--- config.mk ---
export PLATFORM = sky130hd
export DESIGN_NAME = pad_reader
export DESIGN_NICKNAME = d
export VERILOG_FILES = /design/src/rtl/pad_reader.sv
export SDC_FILE = /design/constraint.sdc
export NUM_CORES = 1
export LEC_CHECK = 0
export ABC_AREA = 0
export ABC_CLOCK_PERIOD_IN_PS = 3000
export CAP_MARGIN = 20
export CORE_ASPECT_RATIO = 1.25
export CORE_MARGIN = 4
export CORE_UTILIZATION = 45
export CTS_CLUSTER_DIAMETER = 30
export DETAILED_ROUTE_END_ITERATION = 12
export SYNTH_ARGS = -nofsm -noshare
export SYNTH_HDL_FRONTEND = slang
export SYNTH_SLANG_ARGS = --single-unit
--- constraint.sdc ---
create_clock -name clk -period 3 [get_ports clk]
set_input_delay 0.3 -clock clk [delete_from_list [all_inputs] [get_ports clk]]
set_output_delay 0.3 -clock clk [all_outputs]
set_load 0.03 [all_outputs]
--- src/rtl/pad_reader.sv ---
// Serial NES-style gamepad poller.
// Produces per-frame button bits and player movement command levels.
module pad_reader #(
  parameter int HALF        = 300,
  parameter int POLL_PERIOD = 833333
) (
  input  logic       clk,
  input  logic       rst_n,
  input  logic       pad_data,
  output logic       pad_latch,
  output logic       pad_clk,
  output logic [7:0] buttons,
  output logic       frame_valid,
  output logic       right,
  output logic       left,
  output logic       jump,
  output logic       squat,
  output logic       defend
);

  localparam int TW = $clog2(2 * HALF);
  localparam int PW = $clog2(POLL_PERIOD);

  typedef enum logic [2:0] {
    IDLE,
    LATCH,
    LOW,
    HIGH,
    DONE
  } state_t;

  state_t          state;
  state_t          state_n;
  logic [TW-1:0]   tmr;
  logic [TW-1:0]   tmr_n;
  logic [2:0]      k;
  logic [2:0]      k_n;
  logic [7:0]      shreg;
  logic [7:0]      shreg_n;
  logic [PW-1:0]   poll;
  logic            sync1;
  logic            sync2;
  logic            jump_n;

  always_comb begin
    state_n = state;
    tmr_n   = tmr + 1'b1;
    k_n     = k;
    shreg_n = shreg;
    unique case (state)
      IDLE: begin
        tmr_n = '0;
        if (poll == '0) state_n = LATCH;
      end
      LATCH: begin
        if (tmr == TW'(2 * HALF - 1)) begin
          state_n = LOW;
          tmr_n   = '0;
          k_n     = 3'd0;
        end
      end
      LOW: begin
        if (tmr == TW'(HALF - 1)) begin
          shreg_n[k] = ~sync2;
          tmr_n      = '0;
          state_n    = (k == 3'd7) ? DONE : HIGH;
        end
      end
      HIGH: begin
        if (tmr == TW'(HALF - 1)) begin
          tmr_n   = '0;
          k_n     = k + 3'd1;
          state_n = LOW;
        end
      end
      DONE: begin
        tmr_n   = '0;
        state_n = IDLE;
      end
      default: begin
        tmr_n   = '0;
        state_n = IDLE;
      end
    endcase
  end

  // Jump has priority over squat.
  assign jump_n = shreg_n[0] | shreg_n[4];

  always_ff @(posedge clk or negedge rst_n) begin
    if (!rst_n) begin
      state <= IDLE;
      tmr   <= '0;
      k     <= 3'd0;
      shreg <= 8'h00;
      poll  <= '0;
      sync1 <= 1'b1;
      sync2 <= 1'b1;
    end else begin
      state <= state_n;
      tmr   <= tmr_n;
      k     <= k_n;
      shreg <= shreg_n;
      sync1 <= pad_data;
      sync2 <= sync1;
      if (poll == PW'(POLL_PERIOD - 1)) poll <= '0;
      else poll <= poll + 1'b1;
    end
  end

  // Outputs load on entry to DONE so they are visible in the DONE cycle.
  always_ff @(posedge clk or negedge rst_n) begin
    if (!rst_n) begin
      pad_latch   <= 1'b0;
      pad_clk     <= 1'b0;
      frame_valid <= 1'b0;
      buttons     <= 8'h00;
      right       <= 1'b0;
      left        <= 1'b0;
      jump        <= 1'b0;
      squat       <= 1'b0;
      defend      <= 1'b0;
    end else begin
      pad_latch   <= (state_n == LATCH);
      pad_clk     <= (state_n == HIGH);
      frame_valid <= (state_n == DONE);
      if (state_n == DONE) begin
        buttons <= shreg_n;
        right   <= shreg_n[7] & ~shreg_n[6];
        left    <= shreg_n[6] & ~shreg_n[7];
        jump    <= jump_n;
        squat   <= shreg_n[5] & ~jump_n;
        defend  <= shreg_n[1];
      end
    end
  end

endmodule

==> results of run 1 <==
[layer usage]
layer | vias to the layer above | global-route usage (%) | part of all wire [%]
met5 | - | 0 | 0
met4 | 0 | 8.60 | 3.3
met3 | 17 | 3.06 | 1.9
met2 | 29 | 26.9 | 50
met1 | 1025 | 18.6 | 45
li1 | 1048 | - | -
[how the worst max path moves through the flow]
| stage | from | end | slack, ns | cells past startpoint |
|---|---|---|---|---|
| after floorplan | poll[0] | poll[10] | 1.18 | 7 |
| after global placement | tmr[0] | squat | 1.02 | 6 |
| after detailed placement | tmr[0] | right | 1.00 | 6 |
| after CTS | tmr[0] | right | 0.98 | 6 |
| after global routing | tmr[0] | buttons[3] | 0.75 | 6 |
| final | tmr[0] | right | 0.99 | 6 |
[metrics by stage]
step / setup slack [ns] / utilization, % / hold WS (ns) / cells / power (mW)
final: 0.992 / 54.9 / 0.358 / 401 / 1.66
after detailed placement: 1.00 / 50.8 / 0.350 / 383 / 0.864
after global routing: 0.748 / 54.9 / 0.368 / 401 / 1.72
after floorplan: 1.18 / - / 0.00441 / 285 / 0.842
after global placement: 1.02 / 50.8 / 0.347 / 383 / 0.864
after CTS: 0.984 / 54.4 / 0.203 / 399 / 1.68
[cell families (layout without fill, tap and decap cells)]
kind of cell,after synthesis,count (layout)
and+or+nand+nor,136,136
xor gates and xnor gates,24,24
buffers and inverters,22,53
AOI/OAI and AO/OA,31,31
muxes,6,6
DFF,61,61
adders and majority gates,5,5
[sequential cells by signal, summed over array words and instances (netlist names)]
name and cells:
pad_clk 1, frame_valid 1, poll 20, k 3, jump 1, shreg 8, sync1 1, squat 1
sync2 1, pad_latch 1, right 1, state 3, left 1, tmr 10, buttons 8
[where the power goes]
group          switching (mW)  total (mW)  internal, mW
Sequential            0.00160       0.826         0.825
Clock                   0.321       0.809         0.488
Combinational          0.0176      0.0246       0.00698
[area by class of cell]
| type | instances | area share [%] |
|---|---|---|
| sequential | 61 | 44.9 |
| multi-input combinational | 202 | 37.1 |
| timing repair buffer | 24 | 6.90 |
| clock buffer | 10 | 4.04 |
| tap | 85 | 3.12 |
| clock inverter | 6 | 2.53 |
| inverter | 13 | 1.43 |
[placed cells by master (no fill, tap or decap), types with 10 or more instances in the layout]
cell,netlist,layout
nand3_1,10,10
inv_1,12,12
xnor2_1,14,14
clkdlybuf4s50_1,0,17
clkbuf_8,0,10
dfrtp_1,59,59
nor2_1,33,33
nand2_1,33,33
nand4_1,13,13
xor2_1,10,10
o21ai_0,11,11
==> flow_summary.json, run 1 <==
{
  "r2r_setup_slack_ns": 0.99,
  "synth_largest_area_cell": "dfrtp_1",
  "die_area_sq_um": 7760,
  "min_to": "sync2",
  "path_buf_inv": 1,
  "rr_worst_depth": 6,
  "wl_per_cell_um": 14.0,
  "ant_nets": 0,
  "syn_area_sq_um": 2880,
  "period_share_pct": 66.9,
  "path_max_fanout": 8,
  "route.detailed.drc": 0,
  "hold_viol": 0,
  "cts_setup_buffers": 0,
  "dp_hpwl_mm": 3.95,
  "r2r_end": "right",
  "fp.dieH_um": 97.5,
  "maxCapViolations": 0,
  "cts_sinks": 61,
  "yosys.area_share.simple_pct": 25.4,
  "rsz0062_at_grt": "no",
  "routed-via-count": 2119,
  "ys_seq_elements": 61,
  "synthTopCellsByCount": "dfrtp_1, nand2_1, nor2_1",
  "ir_worst_vdd_mv": 0.371,
  "nets": 319,
  "multiInputGateArea_sq_um": 1260,
  "cpPeakStageDelay_ns": 0.46,
  "synth_xor_area_share_pct": 7.29,
  "synthFlopType": "dfrtp_1",
  "synth_fa_ha_area_share_pct": 2.17,
  "grt_pass1_wl_mm": 9.58,
  "wl_mm": 5.61,
  "grt_pass1_vias": 2074,
  "dr.pass1.iters": 4,
  "synthToLayoutAreaGrowth_pct": 18.3,
  "viasPerCell": 5.28,
  "crit_type": "reg -> reg",
  "min_path_cells": 0,
  "status": "finished, final reports clean",
  "skew_ns": 0.00668,
  "worst_slew_pin_slew_ns": 0.497,
  "core_area_sq_um": 6210,
  "cp-end-kind": "flop",
  "register_area_sq_um": 1530,
  "place.gp.congestion": 0.839,
  "dpl-instance-area_sq_um": 3150,
  "track_usage_pct": 15.9,
  "clkSlewWorstSetupHoldPaths_ns": 0.07,
  "max_clock_freq_ghz": 0.498,
  "start_kind": "flop",
  "cts_tree": "yes",
  "overflow": 0,
  "io_buffers": 18,
  "fillCellCount": 571,
  "antenna_found_initial": 0,
  "design_area_sq_um": 3410,
  "synthMuxAreaShare_pct": 2.26,
  "setup_tns_ns": 0,
  "drt_iter0_drc": 139,
  "grt_max_degree": 50,
  "synthTopCellsByArea": "dfrtp_1, nand2_1, nor2_1",
  "required_ns": 3.24,
  "rr_startpoint": "tmr[0]",
  "synth_top_family_by_area": "simple AND/OR/NAND/NOR gates",
  "synth_edf_count": 0,
  "synth_top_area_share_pct": 51.2,
  "cts_root_buf": "clkbuf_8",
  "slew_viol_final": 0,
  "synth.distinct_cells": 46,
  "synth-compound-area-share_pct": 6.56,
  "crit_slowest_cell": "nor3b_2",
  "clk_latency_ns": 0.33,
  "setup_violations": 0,
  "syn_area_per_cell_sq_um": 10.1,
  "worstHoldStart": "sync1",
  "syn_inst": 285,
  "diodes": 0,
  "numCtsBuffers": 9,
  "cts-resized-gates": 0,
  "yosys_warnings": 0,
  "yosysSeqAreaShare_pct": 53.1,
  "powerDensity_nw_per_um2": 487,
  "crit_chain": "ha_1 -> nor3b_2 -> nand4_1 -> a21oi_1 -> inv_1 -> o31ai_1",
  "async_reset_ff_share_pct": 100,
  "arrival_ns": 2.25,
  "min_period_ns": 2.01,
  "die-width_um": 79.6,
  "cts_hold_buf": 0,
  "crit_family": "simple AND/OR/NAND/NOR gates",
  "pin_count": 19,
  "yosys.cell_count.top_type": "dfrtp_1",
  "leakage_nw": 1.52,
  "htree_levels": 3,
  "drive_gt1_share_pct": 12.0,
  "initial_core_util_pct": 46.4,
  "cts_buffer_depth": 2,
  "rows": 32,
  "hold_path_class": "reg -> reg",
  "slew_headroom_pct": 66.9,
  "synth.net_count": 293
}
Note: power is estimated with default switching activity, not from simulation.
==> inputs of run 2 (changes only) <==
--- a/config.mk
+++ b/config.mk
@@ -6,7 +6,7 @@
 export NUM_CORES = 1
 export LEC_CHECK = 0
 export ABC_AREA = 0
-export ABC_CLOCK_PERIOD_IN_PS = 3000
+export ABC_CLOCK_PERIOD_IN_PS = 2100
 export CAP_MARGIN = 20
 export CORE_ASPECT_RATIO = 1.25
 export CORE_MARGIN = 4
==> constraint.sdc (replaced) <==
create_clock -name clk -period 2.1 [get_ports clk]
set_input_delay 0.21 -clock clk [delete_from_list [all_inputs] [get_ports clk]]
set_output_delay 0.21 -clock clk [all_outputs]
set_load 0.03 [all_outputs]
==> run 2 against run 1 <==
Die area is the same. Final cell count grew 1.7%. Hold slack lost 0.085 ns. Flip-flop and latch count is the same. Via count grew 1.2%. Combinational power grew 30%. Total power grew 35%. Design area grew 0.84%. Largest cell class unchanged. Routed wire length grew 1.0%. Sequential power grew 43%. Critical endpoint is now poll[17].
==> flow_summary.json, run 2 (synthesized netlist as in run 1, its figures left out) <==
{
  "status": "finished, final reports clean",
  "io_buffers": 18,
  "setup_tns_ns": 0,
  "rr_startpoint": "poll[8]",
  "ir_worst_vdd_mv": 0.421,
  "min_path_cells": 1,
  "numCtsBuffers": 9,
  "slew_viol_final": 0,
  "rows": 32,
  "min_period_ns": 1.89,
  "clk_latency_ns": 0.34,
  "r2r_end": "poll[17]",
  "dp_hpwl_mm": 4.01,
  "core_area_sq_um": 6210,
  "required_ns": 2.36,
  "wl_per_cell_um": 13.9,
  "dpl-instance-area_sq_um": 3230,
  "grt_pass1_wl_mm": 9.69,
  "track_usage_pct": 16.1,
  "ant_nets": 0,
  "pin_count": 19,
  "die-width_um": 79.6,
  "worstHoldStart": "pad_data",
  "nets": 326,
  "cts_tree": "yes",
  "skew_ns": 0.00803,
  "drive_gt1_share_pct": 13.6,
  "diodes": 0,
  "final_common_cell": "dfrtp_1",
  "grt_pass1_vias": 2084,
  "rr_worst_depth": 5,
  "fp.dieH_um": 97.5,
  "crit_chain": "nand3_2 -> or4_1 -> nor2_2 -> and3_1 -> xor2_1",
  "top_regs": "poll (20), tmr (10)",
  "antenna_found_initial": 0,
  "dr.pass1.iters": 4,
  "cts_root_buf": "clkbuf_8",
  "max_clock_freq_ghz": 0.529,
  "arrival_ns": 2.15,
  "fillCellCount": 568,
  "period_share_pct": 90.0,
  "hold_path_class": "in -> reg",
  "drt_iter0_drc": 104,
  "setup_violations": 0,
  "rsz0062_at_grt": "no",
  "start_kind": "flop",
  "route.detailed.drc": 0,
  "timing.hold.ws_ns": 0.273,
  "r2r_setup_slack_ns": 0.21,
  "viasPerCell": 5.25,
  "grt_max_degree": 44,
  "crit_slowest_cell": "or4_1",
  "cts_buffer_depth": 2,
  "clkSlewWorstSetupHoldPaths_ns": 0.07,
  "register_area_sq_um": 1530,
  "multiInputGateArea_sq_um": 1270,
  "worst_slew_pin_slew_ns": 0.450,
  "hold_viol": 0,
  "layout_common_cells": "dfrtp_1, nor2_1, nand2_1",
  "routed-via-count": 2144,
  "design_area_sq_um": 3440,
  "overflow": 0,
  "crit_type": "reg -> reg",
  "htree_levels": 3,
  "maxCapViolations": 0,
  "leakage_nw": 1.56,
  "wl_mm": 5.67,
  "cts_sinks": 61,
  "min_to": "sync1",
  "cp-end-kind": "flop",
  "initial_core_util_pct": 46.4,
  "powerDensity_nw_per_um2": 651,
  "largest_reg_flops": 20,
  "path_max_fanout": 5,
  "place.gp.congestion": 0.813,
  "regMostFlops": "poll",
  "die_area_sq_um": 7760,
  "final_util_pct": 55.4,
  "cpPeakStageDelay_ns": 0.68,
  "slew_headroom_pct": 70.0,
  "synthToLayoutAreaGrowth_pct": 19.3
}
-- run 2: metrics by stage --
stage | instances | setup WS (ns) | power, mW
after floorplan | 285 | 0.279 | 1.20
after global placement | 391 | 0.222 | 1.24
after detailed placement | 391 | 0.140 | 1.24
after CTS | 408 | 0.114 | 2.27
after global routing | 408 | 0.00198 | 2.32
final | 408 | 0.210 | 2.24
-- run 2: layout make-up --
type                    instances  share of cell area (%)
clock buffers                  10                    3.71
clock inverters                 6                    1.86
inverters                      13                    1.42
multi-input cells             202                    37.1
flip-flops and latches         61                    44.5
well taps                      85                    3.09
repair buffers                 31                    8.37
-- run 2: timing repair --
item                                    4_1_cts  5_1_grt
gates resized for setup                       0        1
hold buffers                                  1        0
setup buffers                                 0        0
endpoints found under the setup margin        0       12
hold endpoints to repair                     17        0
-- run 2: worst max-delay path by stage --
stage	from	end	slack, ns	cells after the start
finish	poll[8]	poll[17]	0.21	5
global route	poll[1]	poll[12]	0.002	7
CTS	poll[1]	poll[2]	0.11	7
detailed placement	poll[1]	poll[2]	0.14	7
global placement	poll[1]	poll[5]	0.22	7
floorplan	poll[0]	poll[10]	0.28	7
-- run 2: critical path: cells and delay by family (launching register included) --
kind	cells	cell delay, ns
xor gates and xnor gates	1	0.16
and+or+nand+nor	4	1.20
DFF	1	0.45
-- run 2: report_power, final --
| part | switching, mW | internal (mW) | leakage, nW |
|---|---|---|---|
| Sequential | 0.00195 | 1.18 | 0.811 |
| Combinational | 0.0244 | 0.00762 | 0.655 |
| Clock | 0.479 | 0.545 | 0.0923 |
| Total | 0.505 | 1.73 | 1.56 |
-- run 2: routing by layer --
metal	vias up	wire, um	global-route usage (%)
met5	-	0	0
met4	0	153	8.60
met3	14	110	3.15
met2	17	2720	25.4
met1	1055	2680	20.5
li1	1058	-	-
